File: src/rtl/fft_4x4_2d_stream_if.sv
// Row-in / row-out handshake bundle for fft_4x4_2d_stream; OUT_W tracks the FFT_SCALE_EN build macro.
// master = upstream/downstream side (drives rows in, accepts rows out); slave = the transform block.
interface fft_4x4_2d_stream_if #(
    parameter int DATA_W = 16
);
`ifdef FFT_SCALE_EN
    localparam int OUT_W = DATA_W;
`else
    localparam int OUT_W = DATA_W + 4;
`endif

    logic                     in_valid;
    logic                     in_ready;
    logic signed [DATA_W-1:0] din_real_0, din_real_1, din_real_2, din_real_3;
    logic signed [DATA_W-1:0] din_imag_0, din_imag_1, din_imag_2, din_imag_3;
    logic                     out_valid;
    logic                     out_ready;
    logic [1:0]               out_row;
    logic                     out_last;
    logic signed [OUT_W-1:0]  dout_real_0, dout_real_1, dout_real_2, dout_real_3;
    logic signed [OUT_W-1:0]  dout_imag_0, dout_imag_1, dout_imag_2, dout_imag_3;
    logic                     done;

    modport master (
        output in_valid, din_real_0, din_real_1, din_real_2, din_real_3,
               din_imag_0, din_imag_1, din_imag_2, din_imag_3, out_ready,
        input  in_ready, out_valid, out_row, out_last, done,
               dout_real_0, dout_real_1, dout_real_2, dout_real_3,
               dout_imag_0, dout_imag_1, dout_imag_2, dout_imag_3
    );

    modport slave (
        input  in_valid, din_real_0, din_real_1, din_real_2, din_real_3,
               din_imag_0, din_imag_1, din_imag_2, din_imag_3, out_ready,
        output in_ready, out_valid, out_row, out_last, done,
               dout_real_0, dout_real_1, dout_real_2, dout_real_3,
               dout_imag_0, dout_imag_1, dout_imag_2, dout_imag_3
    );
endinterface

File: src/rtl/fft_4x4_2d_stream.sv
// Streaming 4x4 2D DFT (rows then columns, radix-4, no multipliers); FFT_SCALE_EN scales by 1/16 round-half-up.
// Latency: out_valid 4 cycles after the 4th row accept; output row held under out_ready=0, in_ready=0 from COL until row 3 leaves.
module fft_4x4_2d_stream #(
    parameter int DATA_W     = 16,
    parameter int COMPLEX_IN = 1
) (
    input  logic              clk,
    input  logic              reset_n,
    fft_4x4_2d_stream_if.slave io
);
    localparam int RW = DATA_W + 2;
    localparam int CW = DATA_W + 4;
`ifdef FFT_SCALE_EN
    localparam int OUT_W = DATA_W;
`else
    localparam int OUT_W = CW;
`endif

    typedef enum logic [1:0] {S_IDLE, S_LOAD, S_COL, S_OUT} state_t;

    state_t state, state_nxt;
    logic [1:0] row_cnt, col_cnt, out_cnt;
    logic       acc_in, acc_out, done_q;

    logic signed [RW-1:0]    rb_re [4][4], rb_im [4][4];   // [n1][k2]
    logic signed [OUT_W-1:0] cb_re [4][4], cb_im [4][4];   // [k1][k2]
    logic signed [OUT_W-1:0] do_re [4], do_im [4];

    logic signed [RW-1:0]    xr [4], xi [4], yr [4], yi [4];
    logic signed [CW-1:0]    cr [4], ci [4], zr [4], zi [4];
    logic signed [OUT_W-1:0] cs_re [4], cs_im [4];

    function automatic logic signed [OUT_W-1:0] scale(input logic signed [CW-1:0] v);
`ifdef FFT_SCALE_EN
        logic signed [CW:0] t;
        t = (CW+1)'(v) + (CW+1)'(8);
        return OUT_W'(t >>> 4);
`else
        return v;
`endif
    endfunction

    // Row DFT of the presented beat
    always_comb begin
        xr[0] = RW'(io.din_real_0);
        xr[1] = RW'(io.din_real_1);
        xr[2] = RW'(io.din_real_2);
        xr[3] = RW'(io.din_real_3);
        for (int n = 0; n < 4; n++) xi[n] = '0;
        if (COMPLEX_IN != 0) begin
            xi[0] = RW'(io.din_imag_0);
            xi[1] = RW'(io.din_imag_1);
            xi[2] = RW'(io.din_imag_2);
            xi[3] = RW'(io.din_imag_3);
        end
        yr[0] = xr[0] + xr[1] + xr[2] + xr[3];
        yi[0] = xi[0] + xi[1] + xi[2] + xi[3];
        yr[1] = (xr[0] - xr[2]) + (xi[1] - xi[3]);
        yi[1] = (xi[0] - xi[2]) - (xr[1] - xr[3]);
        yr[2] = xr[0] - xr[1] + xr[2] - xr[3];
        yi[2] = xi[0] - xi[1] + xi[2] - xi[3];
        yr[3] = (xr[0] - xr[2]) - (xi[1] - xi[3]);
        yi[3] = (xi[0] - xi[2]) + (xr[1] - xr[3]);
    end

    // Column DFT of buffered column col_cnt
    always_comb begin
        for (int n = 0; n < 4; n++) begin
            cr[n] = CW'(rb_re[n][col_cnt]);
            ci[n] = CW'(rb_im[n][col_cnt]);
        end
        zr[0] = cr[0] + cr[1] + cr[2] + cr[3];
        zi[0] = ci[0] + ci[1] + ci[2] + ci[3];
        zr[1] = (cr[0] - cr[2]) + (ci[1] - ci[3]);
        zi[1] = (ci[0] - ci[2]) - (cr[1] - cr[3]);
        zr[2] = cr[0] - cr[1] + cr[2] - cr[3];
        zi[2] = ci[0] - ci[1] + ci[2] - ci[3];
        zr[3] = (cr[0] - cr[2]) - (ci[1] - ci[3]);
        zi[3] = (ci[0] - ci[2]) + (cr[1] - cr[3]);
        for (int k = 0; k < 4; k++) begin
            cs_re[k] = scale(zr[k]);
            cs_im[k] = scale(zi[k]);
        end
    end

    always_comb begin
        state_nxt = state;
        acc_in    = io.in_valid && (state == S_LOAD);
        acc_out   = io.out_ready && (state == S_OUT);
        case (state)
            S_IDLE:  state_nxt = S_LOAD;
            S_LOAD:  if (acc_in && row_cnt == 2'd3) state_nxt = S_COL;
            S_COL:   if (col_cnt == 2'd3) state_nxt = S_OUT;
            S_OUT:   if (acc_out && out_cnt == 2'd3) state_nxt = S_LOAD;
            default: state_nxt = S_IDLE;
        endcase
    end

    always_ff @(posedge clk or negedge reset_n) begin
        if (!reset_n) begin
            state   <= S_IDLE;
            row_cnt <= '0;
            col_cnt <= '0;
            out_cnt <= '0;
            done_q  <= 1'b0;
            for (int k = 0; k < 4; k++) begin
                do_re[k] <= '0;
                do_im[k] <= '0;
            end
        end else begin
            state  <= state_nxt;
            done_q <= acc_out && (out_cnt == 2'd3);
            if (acc_in)          row_cnt <= row_cnt + 2'd1;
            if (state == S_COL)  col_cnt <= col_cnt + 2'd1;
            if (acc_out)         out_cnt <= out_cnt + 2'd1;
            // Row 0 bin 3 is produced on the same edge that enters OUT, so bypass it
            if (state == S_COL && col_cnt == 2'd3) begin
                for (int k = 0; k < 3; k++) begin
                    do_re[k] <= cb_re[0][k];
                    do_im[k] <= cb_im[0][k];
                end
                do_re[3] <= cs_re[0];
                do_im[3] <= cs_im[0];
            end else if (acc_out && out_cnt != 2'd3) begin
                for (int k = 0; k < 4; k++) begin
                    do_re[k] <= cb_re[out_cnt + 2'd1][k];
                    do_im[k] <= cb_im[out_cnt + 2'd1][k];
                end
            end
        end
    end

    // Data buffers are fully rewritten every frame, so they carry no reset
    always_ff @(posedge clk) begin
        if (acc_in) begin
            for (int k = 0; k < 4; k++) begin
                rb_re[row_cnt][k] <= yr[k];
                rb_im[row_cnt][k] <= yi[k];
            end
        end
        if (state == S_COL) begin
            for (int k = 0; k < 4; k++) begin
                cb_re[k][col_cnt] <= cs_re[k];
                cb_im[k][col_cnt] <= cs_im[k];
            end
        end
    end

    assign io.in_ready    = (state == S_LOAD);
    assign io.out_valid   = (state == S_OUT);
    assign io.out_row     = out_cnt;
    assign io.out_last    = (state == S_OUT) && (out_cnt == 2'd3);
    assign io.done        = done_q;
    assign io.dout_real_0 = do_re[0];
    assign io.dout_real_1 = do_re[1];
    assign io.dout_real_2 = do_re[2];
    assign io.dout_real_3 = do_re[3];
    assign io.dout_imag_0 = do_im[0];
    assign io.dout_imag_1 = do_im[1];
    assign io.dout_imag_2 = do_im[2];
    assign io.dout_imag_3 = do_im[3];
endmodule

File: src/flat_wrapper.sv
// flat-port wrapper written by rule: the top's interface ports become plain ports
module fft_4x4_2d_stream_flat 
#(
    parameter int DATA_W     = 16,
    parameter int COMPLEX_IN = 1
)
  (clk, reset_n, io_in_valid, io_din_real_0, io_din_real_1, io_din_real_2, io_din_real_3, io_din_imag_0, io_din_imag_1, io_din_imag_2, io_din_imag_3, io_out_ready, io_in_ready, io_out_valid, io_out_row, io_out_last, io_done, io_dout_real_0, io_dout_real_1, io_dout_real_2, io_dout_real_3, io_dout_imag_0, io_dout_imag_1, io_dout_imag_2, io_dout_imag_3);
  fft_4x4_2d_stream_if #(.DATA_W(DATA_W)) io_i ();
  input  logic clk;
  input  logic reset_n;
  input wire logic [$bits(io_i.in_valid)-1:0] io_in_valid;
  input wire logic [$bits(io_i.din_real_0)-1:0] io_din_real_0;
  input wire logic [$bits(io_i.din_real_1)-1:0] io_din_real_1;
  input wire logic [$bits(io_i.din_real_2)-1:0] io_din_real_2;
  input wire logic [$bits(io_i.din_real_3)-1:0] io_din_real_3;
  input wire logic [$bits(io_i.din_imag_0)-1:0] io_din_imag_0;
  input wire logic [$bits(io_i.din_imag_1)-1:0] io_din_imag_1;
  input wire logic [$bits(io_i.din_imag_2)-1:0] io_din_imag_2;
  input wire logic [$bits(io_i.din_imag_3)-1:0] io_din_imag_3;
  input wire logic [$bits(io_i.out_ready)-1:0] io_out_ready;
  output wire logic [$bits(io_i.in_ready)-1:0] io_in_ready;
  output wire logic [$bits(io_i.out_valid)-1:0] io_out_valid;
  output wire logic [$bits(io_i.out_row)-1:0] io_out_row;
  output wire logic [$bits(io_i.out_last)-1:0] io_out_last;
  output wire logic [$bits(io_i.done)-1:0] io_done;
  output wire logic [$bits(io_i.dout_real_0)-1:0] io_dout_real_0;
  output wire logic [$bits(io_i.dout_real_1)-1:0] io_dout_real_1;
  output wire logic [$bits(io_i.dout_real_2)-1:0] io_dout_real_2;
  output wire logic [$bits(io_i.dout_real_3)-1:0] io_dout_real_3;
  output wire logic [$bits(io_i.dout_imag_0)-1:0] io_dout_imag_0;
  output wire logic [$bits(io_i.dout_imag_1)-1:0] io_dout_imag_1;
  output wire logic [$bits(io_i.dout_imag_2)-1:0] io_dout_imag_2;
  output wire logic [$bits(io_i.dout_imag_3)-1:0] io_dout_imag_3;
  assign io_i.in_valid = io_in_valid;
  assign io_i.din_real_0 = io_din_real_0;
  assign io_i.din_real_1 = io_din_real_1;
  assign io_i.din_real_2 = io_din_real_2;
  assign io_i.din_real_3 = io_din_real_3;
  assign io_i.din_imag_0 = io_din_imag_0;
  assign io_i.din_imag_1 = io_din_imag_1;
  assign io_i.din_imag_2 = io_din_imag_2;
  assign io_i.din_imag_3 = io_din_imag_3;
  assign io_i.out_ready = io_out_ready;
  assign io_in_ready = io_i.in_ready;
  assign io_out_valid = io_i.out_valid;
  assign io_out_row = io_i.out_row;
  assign io_out_last = io_i.out_last;
  assign io_done = io_i.done;
  assign io_dout_real_0 = io_i.dout_real_0;
  assign io_dout_real_1 = io_i.dout_real_1;
  assign io_dout_real_2 = io_i.dout_real_2;
  assign io_dout_real_3 = io_i.dout_real_3;
  assign io_dout_imag_0 = io_i.dout_imag_0;
  assign io_dout_imag_1 = io_i.dout_imag_1;
  assign io_dout_imag_2 = io_i.dout_imag_2;
  assign io_dout_imag_3 = io_i.dout_imag_3;
  fft_4x4_2d_stream #(.DATA_W(DATA_W), .COMPLEX_IN(COMPLEX_IN)) u_core (.clk(clk), .reset_n(reset_n), .io(io_i));
endmodule
File: config.mk
export PLATFORM = sky130hd
export DESIGN_NAME = fft_4x4_2d_stream_flat
export DESIGN_NICKNAME = d
export VERILOG_FILES = /design/src/rtl/fft_4x4_2d_stream_if.sv /design/src/rtl/fft_4x4_2d_stream.sv /design/src/flat_wrapper.sv
export SDC_FILE = /design/constraint.sdc
export NUM_CORES = 2
export LEC_CHECK = 0
export ABC_AREA = 1
export CAP_MARGIN = 40
export CELL_PAD_IN_SITES_DETAIL_PLACEMENT = 0
export CELL_PAD_IN_SITES_GLOBAL_PLACEMENT = 1
export CORE_ASPECT_RATIO = 0.8
export CORE_MARGIN = 1
export CORE_UTILIZATION = 45
export CTS_BUF_LIST = sky130_fd_sc_hd__clkbuf_4 sky130_fd_sc_hd__clkbuf_8
export DETAILED_ROUTE_END_ITERATION = 8
export PLACE_DENSITY = 0.8
export SLEW_MARGIN = 20
export SYNTH_ARGS = -nofsm -noshare
export SYNTH_HDL_FRONTEND = slang
export SYNTH_SLANG_ARGS = --single-unit
export TNS_END_PERCENT = 20
File: constraint.sdc
create_clock -name clk -period 12 [get_ports clk]
set_input_delay 1.2 -clock clk [delete_from_list [all_inputs] [get_ports clk]]
set_output_delay 1.2 -clock clk [all_outputs]
set_load 0.005 [all_outputs]
==> flow_summary.json <==
{
  "fin_crit_sh_pct": 56.18,
  "critPathSlowestCell": "a32oi_1",
  "die_y_um": 383.2,
  "cts_tree": "built",
  "antenna_found_initial": 15,
  "maxCapViolCount": 0,
  "rows": 139,
  "ys_seq_area_share_pct": 49.26,
  "hold_buffers": 0,
  "crit_chain": "inv_8 > buf_4 > nand2_1 > a32oi_1 > inv_1 > ha_1 > nand2_1 > o21ai_0 > nand2_1 > o211ai_1 > nand2_1 > nand2_1 > xor2_1 > ha_1 > nor2_1 > inv_1 > nor2_1 > nand4_1 > nand3_1 > xor2_1",
  "end_kind": "flop",
  "cp-start-kind": "flop",
  "die_x_um": 478.5,
  "fill_cells": 16290,
  "area_delta_synth_final_pct": 12.25,
  "die_area_sq_mm": 0.1833,
  "dp_hpwl_mm": 199.6,
  "grt_pass1_wl_mm": 379.5,
  "cp_max_fo": 121,
  "setup-violations-final": 0,
  "start_util_pct": 45.45,
  "final_common_cell": "nand2_1",
  "final_util_pct": 51.02,
  "avgSynthCellArea_sq_um": 10.01,
  "syn_nets": 9100,
  "status": "complete, but fails checks",
  "slew_headroom_pct": 30.72,
  "initialDrtViolationCount": 6808,
  "setup_tns_ps": 0,
  "synth_warnings": 0,
  "post_cts_buffers": 0,
  "viasPerCell": 5.526,
  "gp_congestion": 0.9897,
  "critPathTopFamily": "buffers and inverters",
  "nNetsFinal": 9415,
  "grt_max_degree": 162,
  "grt_pass1_vias": 58720,
  "clock_latency_ps": 1010,
  "htree_levels": 4,
  "cp.buffers_inverters": 4,
  "drive_gt1_share_pct": 5.416,
  "cts_resized": 0,
  "cp.arrival_ps": 7390,
  "synth_area_sq_mm": 0.08173,
  "core_area_sq_mm": 0.1798,
  "drt_wl_total_mm": 258.9,
  "num_vias": 61210,
  "slowest_delay_ps": 760,
  "grtUsageTotal_pct": 27.93,
  "drc": 48,
  "synth_flop_cell": "edfxtp_1",
  "io_buffers": 297,
  "gr-total-overflow": 0,
  "violations": "DRC",
  "final_cell_mix": "nand2_1 (1615), edfxtp_1 (1200), inv_1 (985)",
  "cts_max_path_buffers": 3,
  "hold_viol_final": 0,
  "critPathMostFrequentCell": "nand2_1",
  "rsz0062_at_grt": "no",
  "worstMarginPinSlew_ps": 1039,
  "synth_cell_types": 51,
  "clk_pin_slew_ps": 70,
  "ant_nets": 0,
  "cts-buffers-inserted": 205,
  "drv_slew": 0,
  "num_io_pins": 298,
  "hold_path.class": "input port to asynchronous set/reset pin",
  "root_buffer": "clkbuf_8",
  "period_needed_ps": 6742,
  "fmax_mhz": 148.3,
  "crit_required_ps": 12650,
  "wl_per_cell_um": 23.37,
  "postSynth.asyncResetShare_pct": 12.34,
  "netlist_instances": 8167,
  "ys_ff_latch": 1369,
  "crit_type": "flop to flop",
  "clock-sinks": 1369,
  "drtPass1Iterations": 9,
  "synth_edf_count": 1200,
  "finalClockSkew_ps": 113.2
}
flip-flops by register name, summed over array words and instances, names as in the netlist:
register               count
u_core.io.dout_imag_3     20
u_core.row_cnt             2
u_core.io.dout_real_2     20
u_core.state               2
u_core.io.done             1
u_core.io.dout_real_0     20
u_core.col_cnt             2
u_core.rb_re             284
u_core.io.dout_real_1     20
u_core.io.dout_real_3     20
u_core.io.dout_imag_2     20
u_core.rb_im             284
u_core.io.out_row          2
u_core.cb_im             316
u_core.io.dout_imag_0     20
u_core.cb_re             316
u_core.io.dout_imag_1     20
worst reg2reg max path, stage by stage (launching register included):
cell and delay [ps]:
dfrtp_4 510, inv_8 430, buf_4 830, nand2_1 120, a32oi_1 760, inv_1 280, ha_1 360, nand2_1 70
o21ai_0 340, nand2_1 90, o211ai_1 200, nand2_1 100, nand2_1 100, xor2_1 370, ha_1 440, nor2_1 260
inv_1 80, nor2_1 150, nand4_1 100, nand3_1 130, xor2_1 720
Yosys cell counts (all sizes together), types with 75 or more instances:
library cell,count,area share (%)
nor2,491,2.3
a21o,159,1.5
buf,189,1.2
edfxtp,1200,44
nand2,1618,7.5
inv,1001,4.6
nand3,329,2.0
nor3,75,0.46
a21oi,755,4.7
clkbuf,82,0.38
dfrtp,169,5.2
o2bb2ai,114,1.2
ha,505,7.7
o21ai,458,2.9
xor2,262,2.8
fa,296,7.3
a32oi,104,1.1
cells by family after synthesis:
| logic type | count (synthesis) | synth area share (%) |
|---|---|---|
| adders and majority gates | 801 | 14.98 |
| buffers and inverters | 1277 | 6.176 |
| and+or+nand+nor | 2598 | 12.85 |
| DFF | 1369 | 49.26 |
| AOI/OAI and AO/OA | 1795 | 13.23 |
| xor gates and xnor gates | 327 | 3.504 |
area by class of cell:
class / count / area, sq um / area share (%)
antenna: 20 / 50.05 / 0.05455
clock buffer: 283 / 3445 / 3.755
clock inverter: 102 / 733.2 / 0.7992
inverter: 1006 / 3824 / 4.168
multi-input combinational: 5521 / 36460 / 39.74
sequential: 1369 / 40270 / 43.90
tap: 2397 / 2999 / 3.269
timing repair buffer: 379 / 3963 / 4.319
per-layer routing:
layer / global-route usage, % / vias to the layer above / wire length (um)
met3: 7.690 / 356 / 25190
met2: 40.70 / 2609 / 110200
li1: - / 28530 / -
met4: 9.331 / 4 / 8052
met5: 0.8141 / - / 205
met1: 39.92 / 29720 / 115200
final timing paths:
kind / from / endpoint / slack (ps) / cells after the start
setup / recovery: u_core.col_cnt[0]$_DFFE_PN0P_ / u_core.cb_re[3][72]$_DFFE_PP_ / 5260 / 20
hold / removal: reset_n / u_core.io.dout_real_1[8]$_DFFE_PN0P_ / 250 / 1
setup reg to reg: u_core.col_cnt[0]$_DFFE_PN0P_ / u_core.cb_re[3][72]$_DFFE_PP_ / 5260 / 20
hold reg to reg: u_core.io.dout_real_2[16]$_DFFE_PN0P_ / u_core.io.dout_real_2[16]$_DFFE_PN0P_ / 480 / 1
max in group asynchronous: reset_n / u_core.io.dout_imag_0[16]$_DFFE_PN0P_ / 10550 / 2
min in group clk: u_core.io.dout_real_2[16]$_DFFE_PN0P_ / u_core.io.dout_real_2[16]$_DFFE_PN0P_ / 480 / 1
stage by stage:
stage / hold slack (ps) / setup WS, ps / std cells / cell area (sq um)
floorplan: 468.5 / 4086 / 8167 / 81730
global placement: 459.2 / 5482 / 10630 / 86880
detailed placement: 464.8 / 5504 / 10650 / 87250
CTS: 186.3 / 5471 / 11040 / 91430
global route: 231.0 / 4856 / 11070 / 91720
finish: 250.5 / 5258 / 11080 / 91740
Power is left out: the tool's default activity adds up to more than one toggle a clock period on the data nets, which glitch-free logic cannot reach.
